[config.mk]
export PLATFORM = sky130hd
export DESIGN_NAME = wbu
export DESIGN_NICKNAME = d
export VERILOG_FILES = /design/src/rtl/wbu.sv
export SDC_FILE = /design/constraint.sdc
export NUM_CORES = 1
export LEC_CHECK = 0
export ABC_AREA = 0
export BUFFER_PORTS_ARGS = -buffer_cell sky130_fd_sc_hd__buf_2
export CAP_MARGIN = 15
export CELL_PAD_IN_SITES_DETAIL_PLACEMENT = 2
export CELL_PAD_IN_SITES_GLOBAL_PLACEMENT = 2
export CORE_ASPECT_RATIO = 1.1
export CORE_MARGIN = 4
export CORE_UTILIZATION = 23
export DETAILED_ROUTE_END_ITERATION = 16
export PLACE_DENSITY = 0.78
export SKIP_LAST_GASP = 1
export SYNTH_ARGS = -nofsm -noshare
export SYNTH_HDL_FRONTEND = slang
export SYNTH_SLANG_ARGS = --single-unit
[constraint.sdc]
create_clock -name clock -period 4.8 [get_ports clock]
set_input_delay 0.72 -clock clock [delete_from_list [all_inputs] [get_ports clock]]
set_output_delay 0.72 -clock clock [all_outputs]
set_load 0.005 [all_outputs]
[src/rtl/wbu.sv]
// Write-back / commit stage: holds one executed instruction, retires it to the
// GPR/CSR files, sequences ecall trap entry and drives the pipeline flush.
module wbu #(
  parameter logic [11:0] MEPC_ADDR   = 12'h341,
  parameter logic [11:0] MCAUSE_ADDR = 12'h342,
  parameter logic [31:0] ECALL_CAUSE = 32'd11
) (
  input  logic        clock,
  input  logic        reset,
  output logic        in_ready,
  input  logic        in_valid,
  input  logic [31:0] in_pc,
  input  logic [31:0] in_dnpc,
  input  logic [4:0]  in_gpr_waddr,
  input  logic [31:0] in_gpr_wdata,
  input  logic        in_zicsr,
  input  logic [11:0] in_csr_waddr,
  input  logic [31:0] in_csr_wdata,
  input  logic        in_exc,
  input  logic        in_ret,
  input  logic        in_fencei,
  input  logic [31:0] csr_mtvec,
  input  logic [31:0] csr_mepc,
  output logic        gpr_wen,
  output logic [4:0]  gpr_waddr,
  output logic [31:0] gpr_wdata,
  output logic        csr_wen,
  output logic [11:0] csr_waddr,
  output logic [31:0] csr_wdata,
  output logic        flush,
  output logic [31:0] redirect_pc,
  output logic [4:0]  wbu_rd,
  output logic [31:0] wbu_rd_val,
  output logic        commit_valid,
  output logic [31:0] commit_pc
);

  typedef enum logic [1:0] {IDLE, TRAP_EPC, TRAP_CAUSE, TRAP_JUMP} state_t;

  state_t      state, state_next;
  logic        valid;
  logic [31:0] pc, dnpc;
  logic [4:0]  rd;
  logic [31:0] rd_data;
  logic        zicsr, exc, ret, fencei;
  logic [11:0] csr_addr;
  logic [31:0] csr_data;
  logic        commit_now;
  logic        accept;

  // Handshake: a transfer happens on a rising edge where in_valid & in_ready;
  // the producer holds in_* stable while in_valid is high and in_ready is low.
  // in_ready depends only on the held entry, never on in_valid.
  assign in_ready = (~valid | commit_now) & ~flush & ~reset;
  assign accept   = in_ready & in_valid;

  always_ff @(posedge clock or posedge reset) begin
    if (reset) state <= IDLE;
    else       state <= state_next;
  end

  always_ff @(posedge clock or posedge reset) begin
    if (reset) begin
      valid    <= 1'b0;
      pc       <= '0;
      dnpc     <= '0;
      rd       <= '0;
      rd_data  <= '0;
      zicsr    <= 1'b0;
      csr_addr <= '0;
      csr_data <= '0;
      exc      <= 1'b0;
      ret      <= 1'b0;
      fencei   <= 1'b0;
    end else if (accept) begin
      valid    <= 1'b1;
      pc       <= in_pc;
      dnpc     <= in_dnpc;
      rd       <= in_gpr_waddr;
      rd_data  <= in_gpr_wdata;
      zicsr    <= in_zicsr;
      csr_addr <= in_csr_waddr;
      csr_data <= in_csr_wdata;
      exc      <= in_exc;
      ret      <= in_ret;
      fencei   <= in_fencei;
    end else if (commit_now) begin
      valid <= 1'b0;
    end
  end

  always_comb begin
    state_next  = state;
    commit_now  = 1'b0;
    gpr_wen     = 1'b0;
    csr_wen     = 1'b0;
    csr_waddr   = csr_addr;
    csr_wdata   = csr_data;
    flush       = 1'b0;
    redirect_pc = '0;
    case (state)
      IDLE: begin
        if (valid) begin
          if (exc) begin
            state_next = TRAP_EPC;
          end else begin
            commit_now = 1'b1;
            gpr_wen    = (rd != 5'd0);
            csr_wen    = zicsr;
            // mret wins over the dnpc redirect of a co-flagged CSR/fence.i
            if (ret) begin
              flush       = 1'b1;
              redirect_pc = csr_mepc;
            end else if (zicsr | fencei) begin
              flush       = 1'b1;
              redirect_pc = dnpc;
            end
          end
        end
      end
      TRAP_EPC: begin
        csr_wen    = 1'b1;
        csr_waddr  = MEPC_ADDR;
        csr_wdata  = pc;
        state_next = TRAP_CAUSE;
      end
      TRAP_CAUSE: begin
        csr_wen    = 1'b1;
        csr_waddr  = MCAUSE_ADDR;
        csr_wdata  = ECALL_CAUSE;
        state_next = TRAP_JUMP;
      end
      TRAP_JUMP: begin
        flush       = 1'b1;
        redirect_pc = csr_mtvec;
        commit_now  = 1'b1;
        state_next  = IDLE;
      end
      default: state_next = IDLE;
    endcase
  end

  assign gpr_waddr    = rd;
  assign gpr_wdata    = rd_data;
  assign commit_valid = commit_now;
  assign commit_pc    = pc;
  assign wbu_rd       = (valid & ~exc) ? rd : 5'd0;
  assign wbu_rd_val   = rd_data;

endmodule

Word level (Yosys, flattened, before mapping). Index checks and enable logic that the tools add are counted.

Flip-flop bits (word level): 152. Memory bits (writable): 0. Bits in latches: 0. Bits in read-only memories: 0. Memories kept: 0. Input port bits: 216. Logic and storage cells: 59.

Multipliers: 0. $add $sub $neg: 0. Muxes and demuxes: 27. Reductions and logical operators: 5. Eq/ne operators: 5. Bitwise operators: 10. Shift-type cells: 0. Magnitude comparators: 0. Div/mod/pow operators: 0.

Operator list (count): 2-to-1 mux 32 bit (4); one-hot mux 32 bit (2 select lines) (2); one-hot mux 12 bit (2 select lines) (1); 2-to-1 mux 1 bit (13); one-hot mux 2 bit (4 select lines) (1); one-hot mux 1 bit (2 select lines) (3); 2-to-1 mux 5 bit (1); nonzero test 5 bit (1); AND 1 bit (4); == test 2 bit (second input constant) (2); 2-to-1 mux 2 bit (2); inequality test 2 bit (second input constant) (2); inverter 1 bit (4); == test 2 x 1 -> 1 bit (second input constant) (1); logical NOT 2 bit (1); bitwise OR 1 bit (2); AND reduction 2 bit (1); nonzero test 2 bit (1); OR reduction 2 bit (1).

Longest topological paths before layout.
Depth in word-level cells: 11. Depth in mapped cells: 9.

Worst setup path after synthesis. Ideal clock, no wire load.

Path kind: register -> output. Start point: register state[0]. End point: output port in_ready. Stages on the path, launching flop included: 10. Required time: 4.080 ns. Slack: 2.257 ns. Data arrival time: 1.823 ns. Cells stage by stage: dfrtp_1 inv_1 ha_1 buf_4 nor2b_2 buf_4 a2bb2oi_4 buf_2 buf_2 nor2_1.

Cells in the longest elaborated chain, start to end: 5.

RTL lines: start: declaration (line 40) `state_t state, state_next;`; start signal: assignment (line 59) `else state <= state_next;`; == test 2 bit or logical NOT 2 bit (tied branches) (line 101) `case (state)`; one-hot mux 1 bit (2 select lines) (line 101); bitwise OR 1 bit or inverter 1 bit (tied branches) (line 54) `assign in_ready = (~valid | commit_now) & ~flush & ~reset;`; AND 1 bit (*) (2 in series) (line 54); end: declaration (line 10) `output logic in_ready,`.

Every way passes the cells marked *; elsewhere a longest branch is shown, timed or not.

Worst setup path in the final report.
Start point: register state[0]. End point: output port redirect_pc[12].

Cells in the longest elaborated chain, start to end: 2.

RTL lines: == test 2 bit or logical NOT 2 bit (tied branches) (line 101); one-hot mux 32 bit (2 select lines) (*) (line 101); end: declaration (line 31) `output logic [31:0] redirect_pc,`.

Marked as above.

==> run metrics <==
status=completed; finished layout cell area=between 0.01 and 0.015 mm2; layout cells sized above 1=37.18%; Design Power=0.007634 W; # Max-Cap Violations=0; Synth Flop Type=dfrtp_1; min-delay worst type=primary input to flop; Worst R2R Start=state[1]; Final Util=31.19%; Synth Cell Area=0.008194 mm2; Cells after Synth=937; Initial DRC Count=about 250; syn avg cell area=8.745 um2; CTS clk-pin slew, worst paths=~0.07 ns; Least-Margin Pin Slew=1.162 ns; VDD IR max=0.3735 mV; pin count of the biggest net entering global routing=150; #FFs+latches synth=152; crit path max fanout=30; Yosys top cell area share=46.42%; asr flop ratio synth=100.0%; CTS Root Cell=clkbuf_16; Hold-fix buffers, CTS=0; TritonCTS clock tree=yes; Via density=4.856; Layout Area Growth over Synthesis=33.75%; gr ovfl total=0; CTS resizes=0; EDFF count, synth=0; WL/cell=20.41 um; worst-case clock buffer depth=2; vias in the first global route=9,137; Hold Crit Endpoint=csr_addr[6]; Worst EP arrival=about 3.3 ns; Routed Antenna Nets=0; Port Buffer Count=between 400 and 500; Synth area leader=dfrtp_1; total number of vias=slightly above 8,000; DRC Markers=0; min-delay src=in_csr_waddr[6]; CTS Sinks=152; chip height=206.0 um; IO Count=a little over 400; Max Slew Vio Count=0; final-report hold violation count=0; Final Non-Filler Cells=1,710; Leak=5.396 nW; skew final=0.009680 ns; Max Clk Rate=0.2516 GHz; synth top area cells=dfrtp_1 (46%), o32ai_1 (14%), nand2_1 (9.8%); Setup Viol. Count Final=0; CP Class=flop to output pin; die area=0.03871 mm2; Cell Rows=72; first-pass GRT wire length=54.01 mm; Initial Util=23.32%; Reg2Reg Depth=8; dpl cell area=0.01026 mm2; initial antenna violation count=4; Core Region=0.03513 mm2; Power Dens Cells=approximately 700 mW/mm2; hold depth=3; fill cell count=just over 4,000; Final min period=3.975 ns; Yosys cell types=35; number of post-CTS setup repair buffers=0; Ys Warns=0; register area share after synthesis=between 40% and 50%; placer's final routability congestion estimate=0.7838; crit end category=output pin; DRT Pass-1 Iters=4; syn nets=1,158; Nets=1,473; Critical Path Source Type=flop; RSZ-0062 raised after global routing=false; Worst slew margin=22.56%; WP data required=around 4.1 ns; DIE WIDTH=~190 um; H-Tree Depth=4; clk_lat worst skew=0.43 ns; Placed Cells=1,677; gr usage total=17.46%; Post-DP HPWL=24.63 mm; worst flop-to-flop path endpoint=gpr_wdata[5]; period utilization=82.82%; TNS Setup=0 ns; Num CTS Buffers=17; flop-to-flop setup slack=1.29 ns; WL final=34.91 mm
routing by layer:
layer / share of wire (%) / vias to the layer above / global-route usage, %
li1: - / 3821 / -
met5: 0.077 / - / 0
met1: 41 / 4199 / 20.38
met4: 1.4 / 4 / 4.274
met3: 4.9 / 28 / 4.071
met2: 53 / 251 / 32.41
stage by stage:
stage               worst slack, ns  hold slack [ns]
floorplan                     2.163           0.5138
global placement              1.309           0.5281
detailed placement            1.218           0.5402
CTS                          0.7436           0.5094
global route                 0.4560           0.5198
finish                       0.8247           0.5432
power by group:
| part | leakage (nW) | internal (W) | switching, W | total (W) |
|---|---|---|---|---|
| clock network | 0.331 | 0.00104 | 0.000584 | 0.00163 |
| registers | 1.86 | 0.00191 | 0.000453 | 0.00237 |
| logic | 3.20 | 0.00156 | 0.00208 | 0.00364 |
synthesized netlist by cell type, drive strengths merged (2+ instances only):
cell type and instances:
nand2 213, dfrtp 152, inv 149, o32ai 145, buf 78, o21ai 66
clkbuf 43, a22oi 32, nor2 14, a21oi 9, and2 6, ha 5
o41ai 4, nor2b 3, or2 3, a31oi 2, nor4 2
registers in the layout, indices dropped and copies added (netlist names):
register   cells
fencei         1
csr_data      32
ret            1
gpr_waddr      5
csr_addr      12
gpr_wdata     32
zicsr          1
dnpc          32
commit_pc     32
state          2
valid          1
exc            1
critical path, stage by stage, from the launching register on:
cell and delay, ns:
dfrtp_1 0.42, inv_1 0.12, ha_2 0.46, nand4bb_1 0.97, buf_4 0.49, o21ai_0 0.21, buf_2 0.15
how the worst max path moves through the flow:
stage | depth (start not counted) | to | startpoint
6_report | 6 | redirect_pc[12] | state[0]
5_1_grt | 6 | redirect_pc[20] | state[0]
4_1_cts | 6 | redirect_pc[12] | state[0]
3_5_place_dp | 6 | redirect_pc[12] | state[0]
3_3_place_gp | 6 | csr_wdata[24] | state[0]
2_1_floorplan | 1 | commit_pc[0] | reset
final cells by class:
| class | instances | area (um2) | area share (%) |
|---|---|---|---|
| flip-flops and latches | 152 | 3804 | 34.71 |
| multi-input cells | 515 | 3172 | 28.94 |
| repair buffers | 417 | 2170 | 19.80 |
| inverters | 149 | 563.0 | 5.138 |
| well taps | 444 | 555.5 | 5.069 |
| clock buffers | 20 | 446.7 | 4.076 |
| clock inverters | 11 | 244.0 | 2.226 |
| diodes | 2 | 5.005 | 0.04567 |
cell usage in the layout, fill, tap and decap left out, drive strengths merged, types with 2 or more instances in the layout:
| cell type | count |
|---|---|
| buf | 417 |
| nor4 | 2 |
| o21ai | 66 |
| diode | 2 |
| nand2 | 213 |
| o41ai | 4 |
| or2 | 3 |
| bufinv | 7 |
| a22oi | 32 |
| clkinv | 2 |
| dfrtp | 152 |
| a31oi | 2 |
| inv | 149 |
| clkinvlp | 2 |
| nor2 | 14 |
| and2 | 6 |
| clkbuf | 20 |
| nor2b | 3 |
| o32ai | 145 |
| a21oi | 9 |
| ha | 5 |
kinds of logic (layout without fill, tap and decap cells):
group           Yosys count  count (layout)  share of synthesized area, %
compound gates          262             262                         25.13
fa+ha+maj                 5               5                        0.7635
buf+inv                 270             597                         15.12
flops                   152             152                         46.42
mux                       1               1                        0.1374
other cells               0               2                             0
simple gates            247             247                         12.43
No activity file was read; power rests on OpenSTA's default activity.
